## src/rtl/led_mode_controller_pkg.sv

```systemverilog
// Shared types and constants for the LED mode controller: pattern modes,
// bounce direction, rate limits, entry patterns and key roles.
package led_ctrl_pkg;

    typedef enum logic [1:0] {
        MODE_BLINK   = 2'd0,
        MODE_SHIFT_L = 2'd1,
        MODE_SHIFT_R = 2'd2,
        MODE_BOUNCE  = 2'd3
    } mode_t;

    typedef enum logic {
        DIR_LEFT  = 1'b0,
        DIR_RIGHT = 1'b1
    } dir_t;

    localparam logic [1:0] RATE_MAX = 2'd3;
    localparam logic [1:0] RATE_MIN = 2'd0;

    // Patterns loaded the cycle a mode is entered (8-LED board layout)
    localparam logic [7:0] LED_ENTRY_BLINK   = 8'h00;
    localparam logic [7:0] LED_ENTRY_SHIFT_L = 8'h01;
    localparam logic [7:0] LED_ENTRY_SHIFT_R = 8'h80;
    localparam logic [7:0] LED_ENTRY_BOUNCE  = 8'h01;

    // Which push-button drives which command
    localparam int KEY_UP   = 0;
    localparam int KEY_DN   = 1;
    localparam int KEY_MODE = 2;
    localparam int KEY_RUN  = 3;

    // Mode sequence advanced by the mode key; wraps from BOUNCE to BLINK
    function automatic mode_t next_mode(input mode_t m);
        case (m)
            MODE_BLINK:   return MODE_SHIFT_L;
            MODE_SHIFT_L: return MODE_SHIFT_R;
            MODE_SHIFT_R: return MODE_BOUNCE;
            MODE_BOUNCE:  return MODE_BLINK;
            default:      return MODE_BLINK;
        endcase
    endfunction

endpackage

```

## src/rtl/led_mode_controller_if.sv

```systemverilog
// Board-side bundle of the controller: raw keys in, LED pattern and status out.
interface led_mode_controller_if #(
    parameter int NLED = 8
);
    logic [3:0]      KEY;
    logic [NLED-1:0] LEDG;
    logic [1:0]      RATE_IDX;
    logic [1:0]      MODE;
    logic            RUNNING;
    logic            TICK;

    // Board / stimulus side: drives the buttons, watches the LEDs
    modport master (
        output KEY,
        input  LEDG,
        input  RATE_IDX,
        input  MODE,
        input  RUNNING,
        input  TICK
    );

    // Controller side
    modport slave (
        input  KEY,
        output LEDG,
        output RATE_IDX,
        output MODE,
        output RUNNING,
        output TICK
    );
endinterface

```

## src/rtl/led_mode_controller_key_debounce.sv

```systemverilog
// One push-button: two-flop synchronizer, stability counter and press
// detector. A new level is accepted only after DEBOUNCE_CYC consecutive
// synchronized samples that all differ from the currently accepted level;
// a single sample back at the accepted level restarts the count. A press is
// a one-cycle pulse on an accepted released->pressed transition.
module key_debounce #(
    parameter int DEBOUNCE_CYC = 1_000_000
) (
    input  logic CLOCK_50,
    input  logic RESET_N,
    input  logic key_n,
    output logic level,
    output logic press
);

    localparam int CW = $clog2(DEBOUNCE_CYC) + 1;
    localparam logic [CW-1:0] CNT_LAST = CW'(DEBOUNCE_CYC - 1);

    logic          sync1_q;
    logic          sync2_q;
    logic          level_q;
    logic          level_d;
    logic          press_q;
    logic          press_d;
    logic [CW-1:0] cnt_q;
    logic [CW-1:0] cnt_d;

    // Bring the asynchronous button into the clock domain; idle is released
    always_ff @(posedge CLOCK_50 or negedge RESET_N) begin
        if (!RESET_N) begin
            sync1_q <= 1'b1;
            sync2_q <= 1'b1;
        end else begin
            sync1_q <= key_n;
            sync2_q <= sync1_q;
        end
    end

    // Count consecutive samples away from the accepted level and flip on the last one
    always_comb begin
        cnt_d   = cnt_q;
        level_d = level_q;
        press_d = 1'b0;
        if (sync2_q == level_q) begin
            cnt_d = '0;
        end else if (cnt_q == CNT_LAST) begin
            cnt_d   = '0;
            level_d = sync2_q;
            press_d = ~sync2_q;
        end else begin
            cnt_d = cnt_q + {{(CW-1){1'b0}}, 1'b1};
        end
    end

    // Debounce state; press is registered so it is exactly one cycle wide
    always_ff @(posedge CLOCK_50 or negedge RESET_N) begin
        if (!RESET_N) begin
            cnt_q   <= '0;
            level_q <= 1'b1;
            press_q <= 1'b0;
        end else begin
            cnt_q   <= cnt_d;
            level_q <= level_d;
            press_q <= press_d;
        end
    end

    assign level = level_q;
    assign press = press_q;

endmodule

```

## src/rtl/led_mode_controller.sv

```systemverilog
// Button-driven LED blinker controller. Four debounced keys issue rate, mode
// and run/pause commands; a fractional accumulator paces a pattern FSM that
// drives the green LEDs. All outputs come straight from registers.
module led_mode_controller
    import led_ctrl_pkg::*;
#(
    parameter int DEBOUNCE_CYC = 1_000_000,
    parameter int BASE_PERIOD  = 50_000_000,
    parameter int NLED         = 8
) (
    input  logic                  CLOCK_50,
    input  logic                  RESET_N,
    led_mode_controller_if.slave  bus
);

    localparam int AW = $clog2(BASE_PERIOD) + 1;
    localparam logic [AW:0]     PERIOD_EXT = (AW+1)'(BASE_PERIOD);
    localparam logic [AW:0]     STEP_ONE   = (AW+1)'(1);
    localparam logic [NLED-1:0] LED_MSB    = {1'b1, {(NLED-1){1'b0}}};
    localparam logic [NLED-1:0] ENTRY_L    = NLED'(LED_ENTRY_SHIFT_L);
    localparam logic [NLED-1:0] ENTRY_R    = (NLED == 8) ? NLED'(LED_ENTRY_SHIFT_R) : LED_MSB;
    localparam logic [NLED-1:0] ENTRY_BLK  = NLED'(LED_ENTRY_BLINK);
    localparam logic [NLED-1:0] ENTRY_BNC  = NLED'(LED_ENTRY_BOUNCE);

    logic [3:0]      key_level_s;
    logic [3:0]      key_press_s;
    logic [3:0]      press_ok_s;
    logic            cmd_run_s;
    logic            cmd_mode_s;
    logic            cmd_dn_s;
    logic            cmd_up_s;
    logic            rate_up_s;
    logic            rate_dn_s;
    logic [AW:0]     acc_sum_s;

    logic [1:0]      rate_q;
    logic [1:0]      rate_d;
    mode_t           mode_q;
    mode_t           mode_d;
    logic            running_q;
    logic            running_d;
    logic [AW-1:0]   acc_q;
    logic [AW-1:0]   acc_d;
    logic            tick_q;
    logic            tick_d;
    logic [NLED-1:0] led_q;
    dir_t            dir_q;

    // One debouncer per push-button
    for (genvar k = 0; k < 4; k++) begin : g_key
        key_debounce #(
            .DEBOUNCE_CYC (DEBOUNCE_CYC)
        ) u_debounce (
            .CLOCK_50 (CLOCK_50),
            .RESET_N  (RESET_N),
            .key_n    (bus.KEY[k]),
            .level    (key_level_s[k]),
            .press    (key_press_s[k])
        );
    end

    // Pick the single highest-priority press; lower ones in the same cycle are dropped
    always_comb begin
        press_ok_s = key_press_s & ~key_level_s;
        cmd_run_s  = press_ok_s[KEY_RUN];
        cmd_mode_s = press_ok_s[KEY_MODE] & ~press_ok_s[KEY_RUN];
        cmd_dn_s   = press_ok_s[KEY_DN] & ~press_ok_s[KEY_RUN] & ~press_ok_s[KEY_MODE];
        cmd_up_s   = press_ok_s[KEY_UP] & ~press_ok_s[KEY_RUN] & ~press_ok_s[KEY_MODE]
                   & ~press_ok_s[KEY_DN];
        rate_up_s  = cmd_up_s & (rate_q != RATE_MAX);
        rate_dn_s  = cmd_dn_s & (rate_q != RATE_MIN);
        acc_sum_s  = {1'b0, acc_q} + (STEP_ONE << rate_q);
    end

    // Command execution and tick accumulator. A cycle that executes a
    // command does not step the accumulator; a saturated rate press is
    // not a command and lets the accumulator step normally.
    always_comb begin
        rate_d    = rate_q;
        mode_d    = mode_q;
        running_d = running_q;
        acc_d     = acc_q;
        tick_d    = 1'b0;
        if (cmd_run_s) begin
            running_d = ~running_q;
        end else if (cmd_mode_s) begin
            mode_d = next_mode(mode_q);
            acc_d  = '0;
        end else if (rate_up_s) begin
            rate_d = rate_q + 2'd1;
            acc_d  = '0;
        end else if (rate_dn_s) begin
            rate_d = rate_q - 2'd1;
            acc_d  = '0;
        end else if (running_q) begin
            if (acc_sum_s >= PERIOD_EXT) begin
                acc_d  = AW'(acc_sum_s - PERIOD_EXT);
                tick_d = 1'b1;
            end else begin
                acc_d = AW'(acc_sum_s);
            end
        end else begin
            acc_d = acc_q;
        end
    end

    // Control and tick registers
    always_ff @(posedge CLOCK_50 or negedge RESET_N) begin
        if (!RESET_N) begin
            rate_q    <= 2'd0;
            mode_q    <= MODE_BLINK;
            running_q <= 1'b1;
            acc_q     <= '0;
            tick_q    <= 1'b0;
        end else begin
            rate_q    <= rate_d;
            mode_q    <= mode_d;
            running_q <= running_d;
            acc_q     <= acc_d;
            tick_q    <= tick_d;
        end
    end

    // Pattern FSM: load the entry pattern on a mode change, otherwise step on tick
    always_ff @(posedge CLOCK_50 or negedge RESET_N) begin
        if (!RESET_N) begin
            led_q <= '0;
            dir_q <= DIR_LEFT;
        end else if (cmd_mode_s) begin
            dir_q <= DIR_LEFT;
            case (mode_d)
                MODE_BLINK:   led_q <= ENTRY_BLK;
                MODE_SHIFT_L: led_q <= ENTRY_L;
                MODE_SHIFT_R: led_q <= ENTRY_R;
                MODE_BOUNCE:  led_q <= ENTRY_BNC;
                default:      led_q <= ENTRY_BLK;
            endcase
        end else if (tick_d) begin
            case (mode_q)
                MODE_BLINK: begin
                    led_q <= ~led_q;
                end
                MODE_SHIFT_L: begin
                    led_q <= {led_q[NLED-2:0], led_q[NLED-1]};
                end
                MODE_SHIFT_R: begin
                    led_q <= {led_q[0], led_q[NLED-1:1]};
                end
                MODE_BOUNCE: begin
                    // Turn around on the end LED in the same tick so no end repeats
                    if (dir_q == DIR_LEFT) begin
                        if (led_q[NLED-1]) begin
                            led_q <= {1'b0, led_q[NLED-1:1]};
                            dir_q <= DIR_RIGHT;
                        end else begin
                            led_q <= {led_q[NLED-2:0], 1'b0};
                        end
                    end else begin
                        if (led_q[0]) begin
                            led_q <= {led_q[NLED-2:0], 1'b0};
                            dir_q <= DIR_LEFT;
                        end else begin
                            led_q <= {1'b0, led_q[NLED-1:1]};
                        end
                    end
                end
                default: begin
                    led_q <= led_q;
                end
            endcase
        end else begin
            led_q <= led_q;
        end
    end

    assign bus.LEDG     = led_q;
    assign bus.RATE_IDX = rate_q;
    assign bus.MODE     = mode_q;
    assign bus.RUNNING  = running_q;
    assign bus.TICK     = tick_q;

endmodule
```

## src/flat_wrapper.sv

```systemverilog
// flat-port wrapper written by rule: the top's interface ports become plain ports
module led_mode_controller_flat import led_ctrl_pkg::*;
#(
    parameter int DEBOUNCE_CYC = 1_000_000,
    parameter int BASE_PERIOD  = 50_000_000,
    parameter int NLED         = 8
)
  (CLOCK_50, RESET_N, bus_KEY, bus_LEDG, bus_RATE_IDX, bus_MODE, bus_RUNNING, bus_TICK);
  led_mode_controller_if #(.NLED(NLED)) bus_i ();
  input  logic CLOCK_50;
  input  logic RESET_N;
  input wire logic [$bits(bus_i.KEY)-1:0] bus_KEY;
  output wire logic [$bits(bus_i.LEDG)-1:0] bus_LEDG;
  output wire logic [$bits(bus_i.RATE_IDX)-1:0] bus_RATE_IDX;
  output wire logic [$bits(bus_i.MODE)-1:0] bus_MODE;
  output wire logic [$bits(bus_i.RUNNING)-1:0] bus_RUNNING;
  output wire logic [$bits(bus_i.TICK)-1:0] bus_TICK;
  assign bus_i.KEY = bus_KEY;
  assign bus_LEDG = bus_i.LEDG;
  assign bus_RATE_IDX = bus_i.RATE_IDX;
  assign bus_MODE = bus_i.MODE;
  assign bus_RUNNING = bus_i.RUNNING;
  assign bus_TICK = bus_i.TICK;
  led_mode_controller #(.DEBOUNCE_CYC(DEBOUNCE_CYC), .BASE_PERIOD(BASE_PERIOD), .NLED(NLED)) u_core (.CLOCK_50(CLOCK_50), .RESET_N(RESET_N), .bus(bus_i));
endmodule
```

## config.mk

```make
export PLATFORM = sky130hd
export DESIGN_NAME = led_mode_controller_flat
export DESIGN_NICKNAME = d
export VERILOG_FILES = /design/src/rtl/led_mode_controller_pkg.sv /design/src/rtl/led_mode_controller_if.sv /design/src/rtl/led_mode_controller_key_debounce.sv /design/src/rtl/led_mode_controller.sv /design/src/flat_wrapper.sv
export SDC_FILE = /design/constraint.sdc
export NUM_CORES = 1
export LEC_CHECK = 0
export ABC_AREA = 1
export CELL_PAD_IN_SITES_DETAIL_PLACEMENT = 1
export CELL_PAD_IN_SITES_GLOBAL_PLACEMENT = 1
export CORE_MARGIN = 5
export CORE_UTILIZATION = 43
export CTS_BUF_LIST = sky130_fd_sc_hd__clkbuf_4
export CTS_CLUSTER_SIZE = 14
export DETAILED_ROUTE_END_ITERATION = 16
export HOLD_SLACK_MARGIN = 0.08
export PLACE_DENSITY = 0.87
export SYNTH_ARGS = -nofsm -noshare
export SYNTH_HDL_FRONTEND = slang
export SYNTH_SLANG_ARGS = --single-unit
```

## constraint.sdc

```tcl
create_clock -name CLOCK_50 -period 2.7 [get_ports CLOCK_50]
set_input_delay 0.27 -clock CLOCK_50 [delete_from_list [all_inputs] [get_ports CLOCK_50]]
set_output_delay 0.27 -clock CLOCK_50 [all_outputs]
set_load 0.02 [all_outputs]
```

==> summary.txt, run 1 <==
Global route
  – All-Layer GR Usage: 25.38%
  – Largest net degree at the start of global routing: 62
  – Vias in the first global route: roughly 9600
  – Remaining global-route overflow: 0
  – Initial antenna violation count: 1
  – First-pass GRT wire length: between 40000 and 50000 um

Setup path
  – Crit-path max FO: 7
  – Reg2Reg Launch Point: u_core.bus.RATE_IDX[1]
  – Buf/Inv on CP: 1
  – Critical-path cell list: nor2_4 > ha_4 > fa_2 > nand2_2 > nand2_4 > nand3_4 > nor2_4 > nand2_1 > nand2_2 > nand2_2 > nor2_2 > nand2_2 > nand3_4 > nand2_8 > buf_12 > nand2_1 > nand2_2 > nand3_1 > nand2_1
  – CP top delay family: simple AND/OR/NAND/NOR gates
  – CP most frequent cell: nand2_2
  – Critical Path RT: 3.16 ns
  – Worst setup SP type: flip-flop
  – Max incr delay on CP: about 0.5 ns
  – CP arrival: 3.51 ns
  – CP Capture Type: flip-flop
  – R2r setup slk: -0.35 ns
  – Worst r2r dst: u_core.acc_q[20]
  – CP Class: flip-flop to flip-flop
  – Slowest-stage cell, CP: dfrtp_2
  – R2R depth: 19

CTS
  – CTS root buf: clkbuf_4
  – Worst-case clock buffer depth: 2
  – H-tree Lvls: 4
  – CTS sink cnt: 142
  – Worst-Skew Late Latency: 0.58 ns
  – TritonCTS Buffers: 17
  – CTS tree: done
  – Register clock-pin slew on the reported worst setup and hold paths: 0.15 ns

STA
  – Slew @ Worst Pin: slightly below 0.7 ns
  – Hold Worst Slack: around 0.12 ns
  – Final hold vios: 0
  – Final setup violation count: 30
  – Unrepaired setup endpoints after global routing: true
  – Final setup TNS: -7.694 ns
  – Slew Viols, Final: 0
  – Final period utilization: 112.9%
  – Max Clock Freq: 328.0 MHz
  – Rel. slew slack: 54.20%
  – Clock Skews: 0.03143 ns
  – Tmin final: 3.049 ns
  – Final setup margin: -0.3492 ns

Worst hold path
  – Hold Path Class: input port to flip-flop
  – Min-delay src: bus_KEY[3]
  – WHS Path Cells: 1
  – Hold EP: u_core.g_key[3].u_debounce.sync1_q

Cells and area
  – Syn-to-layout area delta: 24.20%
  – # nets final: 1326
  – Fillers: 2492
  – Share of layout cells above drive strength 1: between 20% and 30%
  – Final instance area: ~11000 um2
  – Non-filler cells, final: approximately 1600

Logic synthesis
  – Number of synthesized flops with an enable pin: 0
  – Top cells by area in the synthesized netlist: dfrtp_1 (37%), nand2_1 (13%), inv_1 (7.2%)
  – Count leader, synth: nand2_1
  – Synthesized flop and latch total: 142
  – Yosys warning total: 0
  – Post-synth ARST share: 100.0%
  – Synth cell types: between 50 and 60
  – Synth area leader: dfrtp_1
  – Syn_nets: 1203
  – Post-Syn Instances: 1183
  – Synth top cells by count: nand2_1 (307), inv_1 (165), nor2_1 (137), dfrtp_1 (129), nand3_1 (95)
  – Ys flop type: dfrtp_1
  – Mean Syn Cell Area: ~7.3 um2
  – Synth top area share: 37.34%
  – Synthesized cell area: 8645 um2
  – Sequential area share after synthesis: 41.29%

Power and ir drop
  – Leakage power: 4.856 nW
  – P_sw: between 1 and 1.5 mW
  – Maximum vdd ir drop: 0.0003020 V
  – Logic gate share of total power: 3.5%
  – Pwr dens: 336.8 nW/um2
  – Clk pwr share: 36.5%
  – Seq pwr share: 60.0%
  – Switching share of power: 28.24%
  – Internal power: 2.595 mW

Outcome
  – Failing checks: setup timing
  – Status: finished with violations

Floorplanning
  – I/O Pins: 20
  – Die Wd: 151.8 um
  – Initial cell density of the core: 43.98%
  – Row count: 51
  – Die height: 151.8 um
  – Core area: 19650 um2
  – Die area: 23040 um2

Place
  – Gpl congestion: 0.8924
  – Port bufs: 19
  – Place WS: -0.1972 ns
  – Placed insts: around 1500
  – Placed instance area: 9726 um2
  – HPWL Detailed: between 15000 and 20000 um

Drt
  – Via/cell ratio: ~5.6
  – Initial drt markers: between 500 and 600
  – DRT Wirelength: between 30000 and 40000 um
  – Drt pass-1 iters: 5
  – Drt wl/cell: 18.97 um
  – Post-route ant nets: 0
  – Remaining DRCs: 0
  – Via count: just under 9000

Run
  – Total of max-cap violations: 0
metal layers:
metal / vias up / wire (um) / GRT usage (%)
li1: 4080 / - / -
met1: 4417 / 11980 / 30.30
met3: 120 / 1570 / 4.878
met4: 0 / 1260 / 10.56
met2: 305 / 15250 / 44.73
met5: - / 0 / 0
worst register-to-register path: cells and delay by family (launching register included):
family | cells | cell delay [ns]
adders and majority gates | 2 | 0.37
buffers and inverters | 1 | 0.17
and+or+nand+nor | 16 | 1.91
DFF | 1 | 0.49
through the flow:
| step | power [mW] | util (%) |
|---|---|---|
| 2_1_floorplan | 2.249 | - |
| 3_3_place_gp | 2.323 | 49.48 |
| 3_5_place_dp | 2.331 | 49.48 |
| 4_1_cts | 3.629 | 52.44 |
| 5_1_grt | 3.770 | 54.63 |
| 6_report | 3.616 | 54.63 |
cell usage in the layout (no fill, tap or decap), types with 7 or more instances in the layout:
master | synthesis | layout
a21oi_1 | 34 | 33
a31oi_1 | 11 | 11
buf_4 | 1 | 81
clkbuf_4 | 0 | 19
clkdlybuf4s50_1 | 0 | 18
dfrtp_1 | 129 | 127
dfstp_2 | 13 | 13
ha_1 | 13 | 9
inv_1 | 165 | 160
inv_2 | 4 | 8
nand2_1 | 307 | 259
nand2_2 | 18 | 62
nand2_4 | 4 | 7
nand3_1 | 95 | 80
nand3_2 | 11 | 24
nand4_1 | 24 | 24
nor2_1 | 137 | 121
nor2_2 | 14 | 19
nor2_4 | 6 | 17
nor3_1 | 46 | 40
nor3b_1 | 8 | 8
nor4_1 | 15 | 15
o21ai_0 | 34 | 32
o22ai_2 | 1 | 7
xnor2_1 | 8 | 7
xor2_1 | 23 | 23
state kept, by name, indices dropped and copies added (netlist names):
register                         cells
u_core.g_key.u_debounce.cnt_q       84
u_core.acc_q                        27
u_core.bus.LEDG                      8
u_core.g_key.u_debounce.level        4
u_core.g_key.u_debounce.press        4
u_core.g_key.u_debounce.sync1_q      4
u_core.g_key.u_debounce.sync2_q      4
u_core.bus.MODE                      2
u_core.bus.RATE_IDX                  2
u_core.bus.RUNNING                   1
u_core.bus.TICK                      1
u_core.dir_q                         1
layout make-up:
| type | instances | area (um2) | share of cell area [%] |
|---|---|---|---|
| diodes | 1 | 2.502 | 0.02331 |
| repair buffers | 115 | 1031 | 9.603 |
| clock inverters | 13 | 103.9 | 0.9673 |
| well taps | 265 | 331.6 | 3.088 |
| clock buffers | 19 | 142.6 | 1.329 |
| multi-input cells | 859 | 4908 | 45.72 |
| inverters | 171 | 644.4 | 6.002 |
| flip-flops and latches | 142 | 3572 | 33.27 |
logic make-up after synthesis:
logic type,after synthesis,synth area share [%]
DFF,142,41.29
adders and majority gates,14,2.113
xor gates and xnor gates,31,3.141
and+or+nand+nor,698,37.27
AOI/OAI and AO/OA,113,7.657
muxes,1,0.1158
buffers and inverters,184,8.409
worst max-delay path by stage:
| stage | from | slack, ns | endpoint | cells after the start |
|---|---|---|---|---|
| finish | u_core.bus.RATE_IDX[1] | -0.35 | u_core.acc_q[20] | 19 |
| floorplan | u_core.bus.RATE_IDX[0] | 0.02 | u_core.acc_q[19] | 20 |
| detailed placement | u_core.bus.RATE_IDX[0] | -0.20 | u_core.bus.LEDG[4] | 19 |
| global route | u_core.bus.RATE_IDX[1] | -0.45 | u_core.acc_q[20] | 20 |
| CTS | u_core.bus.RATE_IDX[1] | -0.12 | u_core.dir_q | 20 |
| global placement | u_core.bus.RATE_IDX[0] | -0.1 | u_core.acc_q[25] | 20 |
power by group through the flow:
stage | sequential [mW] | clock, mW | combinational [mW]
4_1_cts | 2.17 | 1.33 | 0.129
6_report | 2.17 | 1.32 | 0.125
5_1_grt | 2.17 | 1.45 | 0.146
2_1_floorplan | 2.20 | 0 | 0.0455
3_5_place_dp | 2.21 | 0 | 0.123
3_3_place_gp | 2.21 | 0 | 0.117
timing repair:
action                     CTS  global route
resized for setup           42           100
hold buffers                 4             0
pin swaps                   17            33
setup buffers                9             6
setup endpoints to repair   30            38
cloned                       4             0
hold endpoints to repair    52             0
No activity file was read; power rests on OpenSTA's default activity.
==> inputs of run 2 (changes only) <==
- SLEW_MARGIN: unset -> 20
- TNS_END_PERCENT: unset -> 5
==> summary.txt, run 2 (synthesized netlist as in run 1, its figures left out) <==
Floorplanning
  – Row count: 51 (unchanged)
  – Die height: 151.8 um (unchanged)
  – Die Wd: 151.8 um (unchanged)
  – Initial cell density of the core: 43.98% (unchanged)
  – Die area: 23040 um2 (unchanged)
  – Core area: 19650 um2 (unchanged)
  – I/O Pins: 20 (unchanged)

Outcome
  – Failing checks: setup timing
  – Status: finished with violations

Power and ir drop
  – Seq pwr share: 58.4% (-1.6 points)
  – Internal power: 2.672 mW (+3.0%)
  – Leakage power: 5.036 nW (+3.7%)
  – Logic gate share of total power: 3.4% (about the same)
  – Switching share of power: 28.07% (-0.17 points)
  – Maximum vdd ir drop: 0.0003803 V (+26%)
  – Clk pwr share: 38.1% (+1.6 points)
  – P_sw: 1.043 mW (+2.1%)
  – Pwr dens: 340.3 nW/um2 (+1.0%)

Drt
  – Remaining DRCs: 0 (unchanged)
  – Via/cell ratio: 5.691 (+1.1%)
  – DRT Wirelength: 31820 um (+5.9%)
  – Via count: 9140 (+2.4%)
  – Initial drt markers: 646 (+12%)
  – Drt pass-1 iters: 5 (unchanged)
  – Post-route ant nets: 0 (unchanged)
  – Drt wl/cell: 19.81 um (+4.5%)

STA
  – Slew Viols, Final: 0 (unchanged)
  – Clock Skews: 0.03655 ns (+0.005128 ns)
  – Final setup violation count: 30 (unchanged)
  – Final period utilization: 114.8% (+1.8 points)
  – Final setup TNS: -9.047 ns (-1.353 ns)
  – Final hold vios: 0 (unchanged)
  – Tmin final: 3.099 ns (+0.04987 ns)
  – Unrepaired setup endpoints after global routing: true
  – Final setup margin: -0.3990 ns (-0.04987 ns)
  – Slew @ Worst Pin: 0.5851 ns (-0.09815 ns)
  – Rel. slew slack: 60.63% (+6.4 points)
  – Max Clock Freq: 322.7 MHz (-1.6%)

Setup path
  – Critical-path cell list: nor2_4 > ha_4 > fa_2 > nand2_2 > nand2_4 > nand2_8 > nor2_1 > nor2_1 > nor2_2 > nand3_1 > nor2_1 > buf_4 > nand2_1 > nand2_2 > nand2_1 > nand2_2 > nand2_1 > nand2_1 > nand3_1 > nand2_1
  – CP top delay family: simple AND/OR/NAND/NOR gates
  – CP arrival: 3.63 ns (+0.12 ns)
  – Critical Path RT: 3.23 ns (+0.07 ns)
  – CP most frequent cell: nand2_1
  – Crit-path max FO: 5 (-2)
  – Max incr delay on CP: 0.51 ns (+0.02 ns)
  – Worst setup SP type: flip-flop
  – CP Class: flip-flop to flip-flop
  – Slowest-stage cell, CP: dfrtp_2
  – Buf/Inv on CP: 1 (unchanged)
  – CP Capture Type: flip-flop

Cells and area
  – Share of layout cells above drive strength 1: 25.30% (+1.2 points)
  – Syn-to-layout area delta: 26.28%
  – Commonest cells after routing, fill and taps aside: nand2_1 (250), inv_1 (159), dfrtp_1 (127), nor2_1 (122), buf_4 (102)
  – Most common cell after layout, fill and taps aside: nand2_1
  – # nets final: 1347 (+1.6%)
  – Fillers: 2507 (+0.60%)
  – Max FFs per register: 84 (unchanged)
  – Fin util: 55.54% (+0.92 points)
  – Most flop-heavy register: u_core.g_key.u_debounce.cnt_q

Global route
  – Remaining global-route overflow: 0 (unchanged)
  – Largest net degree at the start of global routing: 60 (-3.2%)
  – Initial antenna violation count: 1 (unchanged)
  – First-pass GRT wire length: 47690 um (+1.8%)
  – Vias in the first global route: 9649 (+0.35%)
  – All-Layer GR Usage: 26.08% (+0.70 points)

CTS
  – CTS root buf: clkbuf_4
  – CTS sink cnt: 142 (unchanged)
  – CTS tree: done
  – TritonCTS Buffers: 17 (unchanged)
  – Worst-case clock buffer depth: 2 (unchanged)
  – Register clock-pin slew on the reported worst setup and hold paths: 0.15 ns (about the same)
  – Worst-Skew Late Latency: 0.60 ns (+0.02 ns)
  – H-tree Lvls: 4 (unchanged)

Worst hold path
  – Hold Path Class: input port to flip-flop

Place
  – Port bufs: 19 (unchanged)
  – Gpl congestion: 0.9177 (+2.8%)
  – HPWL Detailed: 19300 um (+4.0%)

Run
  – Total of max-cap violations: 0 (unchanged)
[run 2: metrics by stage]
step / hold slack (ns) / instance area, um2 / total power [mW] / setup WS, ns / cells
2_1_floorplan: -0.02559 / 8667 / 2.249 / -0.007129 / 1183
3_3_place_gp: 0.2278 / 9698 / 2.326 / -0.1063 / 1529
3_5_place_dp: 0.2209 / 9698 / 2.333 / -0.2968 / 1529
4_1_cts: 0.1186 / 10510 / 3.704 / -0.1279 / 1589
5_1_grt: 0.09812 / 10920 / 3.851 / -0.4891 / 1606
6_report: 0.1327 / 10920 / 3.715 / -0.3990 / 1606
[run 2: layer usage]
metal | wire (um) | GRT usage (%) | vias to the layer above
li1 | - | - | 4126
met1 | 12840 | 30.84 | 4560
met2 | 15850 | 45.64 | 329
met3 | 1565 | 4.997 | 125
met4 | 1557 | 12.22 | 0
met5 | 0 | 0 | -
[run 2: final cells by class]
cell class / instances / area, um2 / share of cell area, %
clock buffer: 18 / 135.1 / 1.238
timing repair buffer: 135 / 1140 / 10.44
antenna: 1 / 2.502 / 0.02292
clock inverter: 14 / 131.4 / 1.203
tap: 265 / 331.6 / 3.037
inverter: 171 / 641.9 / 5.880
multi-input combinational: 860 / 4962 / 45.46
sequential: 142 / 3572 / 32.72
[run 2: worst paths after layout]
| check | from | end | slack [ns] | cells after the start |
|---|---|---|---|---|
| worst max register to register | u_core.bus.RATE_IDX[1] | u_core.acc_q[19] | -0.40 | 20 |
| worst min-delay path | bus_KEY[2] | u_core.g_key[2].u_debounce.sync1_q | 0.13 | 1 |
| min in group asynchronous | RESET_N | u_core.dir_q | 0.14 | 2 |
| worst max-delay path | u_core.bus.RATE_IDX[1] | u_core.acc_q[19] | -0.40 | 20 |
| worst min register to register | u_core.g_key[1].u_debounce.sync1_q | u_core.g_key[1].u_debounce.sync2_q | 0.37 | 0 |
| max in group asynchronous | RESET_N | u_core.g_key[2].u_debounce.cnt_q[11] | 1.78 | 3 |
[run 2: timing repair]
action,CTS,global route
gates resized for setup,73,83
endpoints found under the hold margin,112,0
cloned,5,0
setup buffers,19,19
endpoints found under the setup margin,30,35
pin swaps,40,47
hold buffers,4,0
[run 2: power groups by stage]
stage               logic [mW]  clock network, mW  registers (mW)
floorplan               0.0455                  0            2.20
global placement         0.120                  0            2.21
detailed placement       0.124                  0            2.21
CTS                      0.130               1.40            2.17
global route             0.147               1.53            2.17
finish                   0.128               1.42            2.17
==> inputs of run 3 (changes only) <==
- CORE_UTILIZATION: 43 -> 49
- DONT_BUFFER_PORTS: unset -> 1
- PLACE_DENSITY: 0.87 -> 0.91
- clock period: 2.7 -> 3.3 ns (I/O delays scaled with it)
==> summary.txt, run 3 (synthesized netlist as in run 1, its figures left out) <==
Global route
  – Largest net degree at the start of global routing: 143 (+140%)
  – First-pass GRT wire length: 40720 um (-15%)
  – Remaining global-route overflow: 0 (unchanged)
  – All-Layer GR Usage: 24.52% (-1.6 points)
  – Initial antenna violation count: 1 (unchanged)
  – Vias in the first global route: 8502 (-12%)

Cells and area
  – Most common cell after layout, fill and taps aside: nand2_1
  – Max FFs per register: 84 (unchanged)
  – Commonest cells after routing, fill and taps aside: nand2_1 (307), inv_1 (165), nor2_1 (133), dfrtp_1 (129), nand3_1 (94)
  – Syn-to-layout area delta: 8.815%
  – Most flop-heavy register: u_core.g_key.u_debounce.cnt_q
  – Fin util: 54.38% (-1.2 points)
  – Share of layout cells above drive strength 1: 11.00% (-14 points)
  – # nets final: 1225 (-9.1%)

STA
  – Tmin final: 3.104 ns (+0.005216 ns)
  – Hold Worst Slack: -0.5936 ns (-0.7263 ns)
  – Final setup TNS: 0 ns (+9.047 ns)
  – Final setup margin: 0.1957 ns (+0.5948 ns)
  – Final period utilization: 94.07% (-21 points)
  – Final hold vios: 142 (+142)
  – Unrepaired setup endpoints after global routing: true
  – Final setup violation count: 0 (-100%)
  – Max Clock Freq: 322.1 MHz (-0.17%)
  – Clock Skews: 0.02757 ns (-0.008989 ns)
  – Slew Viols, Final: 0 (unchanged)
  – Slew @ Worst Pin: 0.6673 ns (+0.08215 ns)
  – Rel. slew slack: 55.11% (-5.5 points)

CTS
  – Register clock-pin slew on the reported worst setup and hold paths: 0.16 ns (about the same)
  – CTS sink cnt: 142 (unchanged)
  – CTS root buf: clkbuf_4
  – H-tree Lvls: 4 (unchanged)
  – TritonCTS Buffers: 17 (unchanged)
  – CTS hold repair buffers: 4 (unchanged)
  – CTS tree: done
  – Worst-case clock buffer depth: 2 (unchanged)
  – Worst-Skew Late Latency: 0.59 ns (about the same)

Drt
  – Remaining DRCs: 0 (unchanged)
  – Via/cell ratio: 5.584 (-1.9%)
  – Via count: 8063 (-12%)
  – DRT Wirelength: 24290 um (-24%)
  – Initial drt markers: 419 (-35%)
  – Drt pass-1 iters: 5 (unchanged)
  – Post-route ant nets: 0 (unchanged)
  – Drt wl/cell: 16.82 um (-15%)

Setup path
  – Critical Path RT: 3.77 ns (+0.54 ns)
  – CP Capture Type: flip-flop
  – Worst setup SP type: flip-flop
  – Worst r2r dst: u_core.acc_q[25]
  – CP top delay family: simple AND/OR/NAND/NOR gates
  – Max incr delay on CP: 0.46 ns (-0.05 ns)
  – R2r setup slk: 0.20 ns (+0.59 ns)
  – Buf/Inv on CP: 1 (unchanged)
  – Crit-path max FO: 9 (+4)
  – R2R depth: 19 (-5.0%)
  – CP Class: flip-flop to flip-flop
  – Slowest-stage cell, CP: dfrtp_1
  – Reg2Reg Launch Point: u_core.bus.RATE_IDX[1]
  – CP most frequent cell: nand2_1
  – Critical-path cell list: nor2_2 > ha_4 > fa_1 > nand2_1 > nand2_2 > nand3_4 > nor2_4 > nand2_1 > nand2_1 > nand2_2 > nor2_2 > nand2_1 > nor2_2 > nand3_2 > nand2_8 > buf_4 > nand3_2 > nand3_1 > nand2_1
  – CP arrival: 3.57 ns (-0.06 ns)

Floorplanning
  – Die Wd: 142.8 um (-5.9%)
  – Die height: 142.8 um (-5.9%)
  – Initial cell density of the core: 49.98% (+6.0 points)
  – Row count: 48 (-5.9%)
  – Die area: 20400 um2 (-11%)
  – I/O Pins: 20 (unchanged)
  – Core area: 17300 um2 (-12%)

Outcome
  – Failing checks: hold timing
  – Status: finished with violations

Power and ir drop
  – Maximum vdd ir drop: 0.0003978 V (+4.6%)
  – Internal power: 2.352 mW (-12%)
  – Power, Total: 3.188 mW (-14%)
  – P_sw: 0.8368 mW (-20%)
  – Switching share of power: 26.25% (-1.8 points)
  – Leakage power: 4.313 nW (-14%)
  – Logic gate share of total power: 1.7% (-1.7 points)
  – Pwr dens: 339.0 nW/um2 (-0.38%)
  – Clk pwr share: 42.7% (+4.6 points)
  – Seq pwr share: 55.7% (-2.7 points)

Run
  – Total of max-cap violations: 0 (unchanged)

Place
  – Gpl congestion: 0.9188 (+0.12%)
  – HPWL Detailed: 17650 um (-8.6%)
  – Port bufs: 0 (-19)
  – Place WS: 0.01070 ns (+0.3075 ns)

Worst hold path
  – Hold Path Class: input port to async pin
## run 3: worst register-to-register path: stages (launching register included)
cell and delay, ns:
dfrtp_1 0.46, nor2_2 0.22, ha_4 0.19, fa_1 0.20, nand2_1 0.10, nand2_2 0.14
nand3_4 0.13, nor2_4 0.21, nand2_1 0.10, nand2_1 0.08, nand2_2 0.10, nor2_2 0.16
nand2_1 0.12, nor2_2 0.12, nand3_2 0.14, nand2_8 0.12, buf_4 0.18, nand3_2 0.08
nand3_1 0.10, nand2_1 0.06
## run 3: power groups by stage
stage	clock network, mW	registers (mW)	logic (mW)
after floorplan	0	1.80	0.0372
after global placement	0	1.81	0.0464
after detailed placement	0	1.81	0.0502
after CTS	1.39	1.77	0.0542
after global routing	1.46	1.78	0.0605
final	1.36	1.77	0.0536
## run 3: metal layers
metal / part of all wire [%] / up-vias / track usage (%)
li1: - / 3880 / -
met1: 43 / 4010 / 30.34
met2: 52 / 132 / 43.67
met3: 3.0 / 41 / 4.421
met4: 2.0 / 0 / 7.304
met5: 0 / - / 0
## run 3: layout make-up
cell class,instances,area (um2)
fillers,2237,7890
multi-input cells,857,4422
flip-flops and latches,142,3570
inverters,171,641.9
well taps,225,281.5
clock inverters,15,220.2
repair buffers,16,141.4
clock buffers,17,127.6
diodes,1,2.502
## run 3: how the worst max path moves through the flow
stage / from / endpoint / cells past startpoint
finish: u_core.bus.RATE_IDX[1] / u_core.acc_q[25] / 19
global route: u_core.bus.RATE_IDX[1] / u_core.acc_q[13] / 19
CTS: u_core.bus.RATE_IDX[1] / u_core.acc_q[12] / 19
detailed placement: u_core.bus.RATE_IDX[1] / u_core.dir_q / 20
global placement: u_core.bus.RATE_IDX[1] / u_core.dir_q / 21
floorplan: u_core.bus.RATE_IDX[0] / u_core.acc_q[8] / 19
## run 3: stage by stage
step           hold slack, ns  instance area, um2  cells
4_1_cts               -0.6320                9306   1440
3_5_place_dp          0.03675                8914   1404
2_1_floorplan         0.03441                8645   1183
5_1_grt               -0.6577                9407   1444
6_report              -0.5936                9407   1444
3_3_place_gp          0.03746                8914   1404
## run 3: repair_timing
item	in CTS	in global routing
pin swaps	0	2
buffers inserted	0	3
hold endpoints to repair	146	142
resized for setup	1	15
setup endpoints to repair	1	28
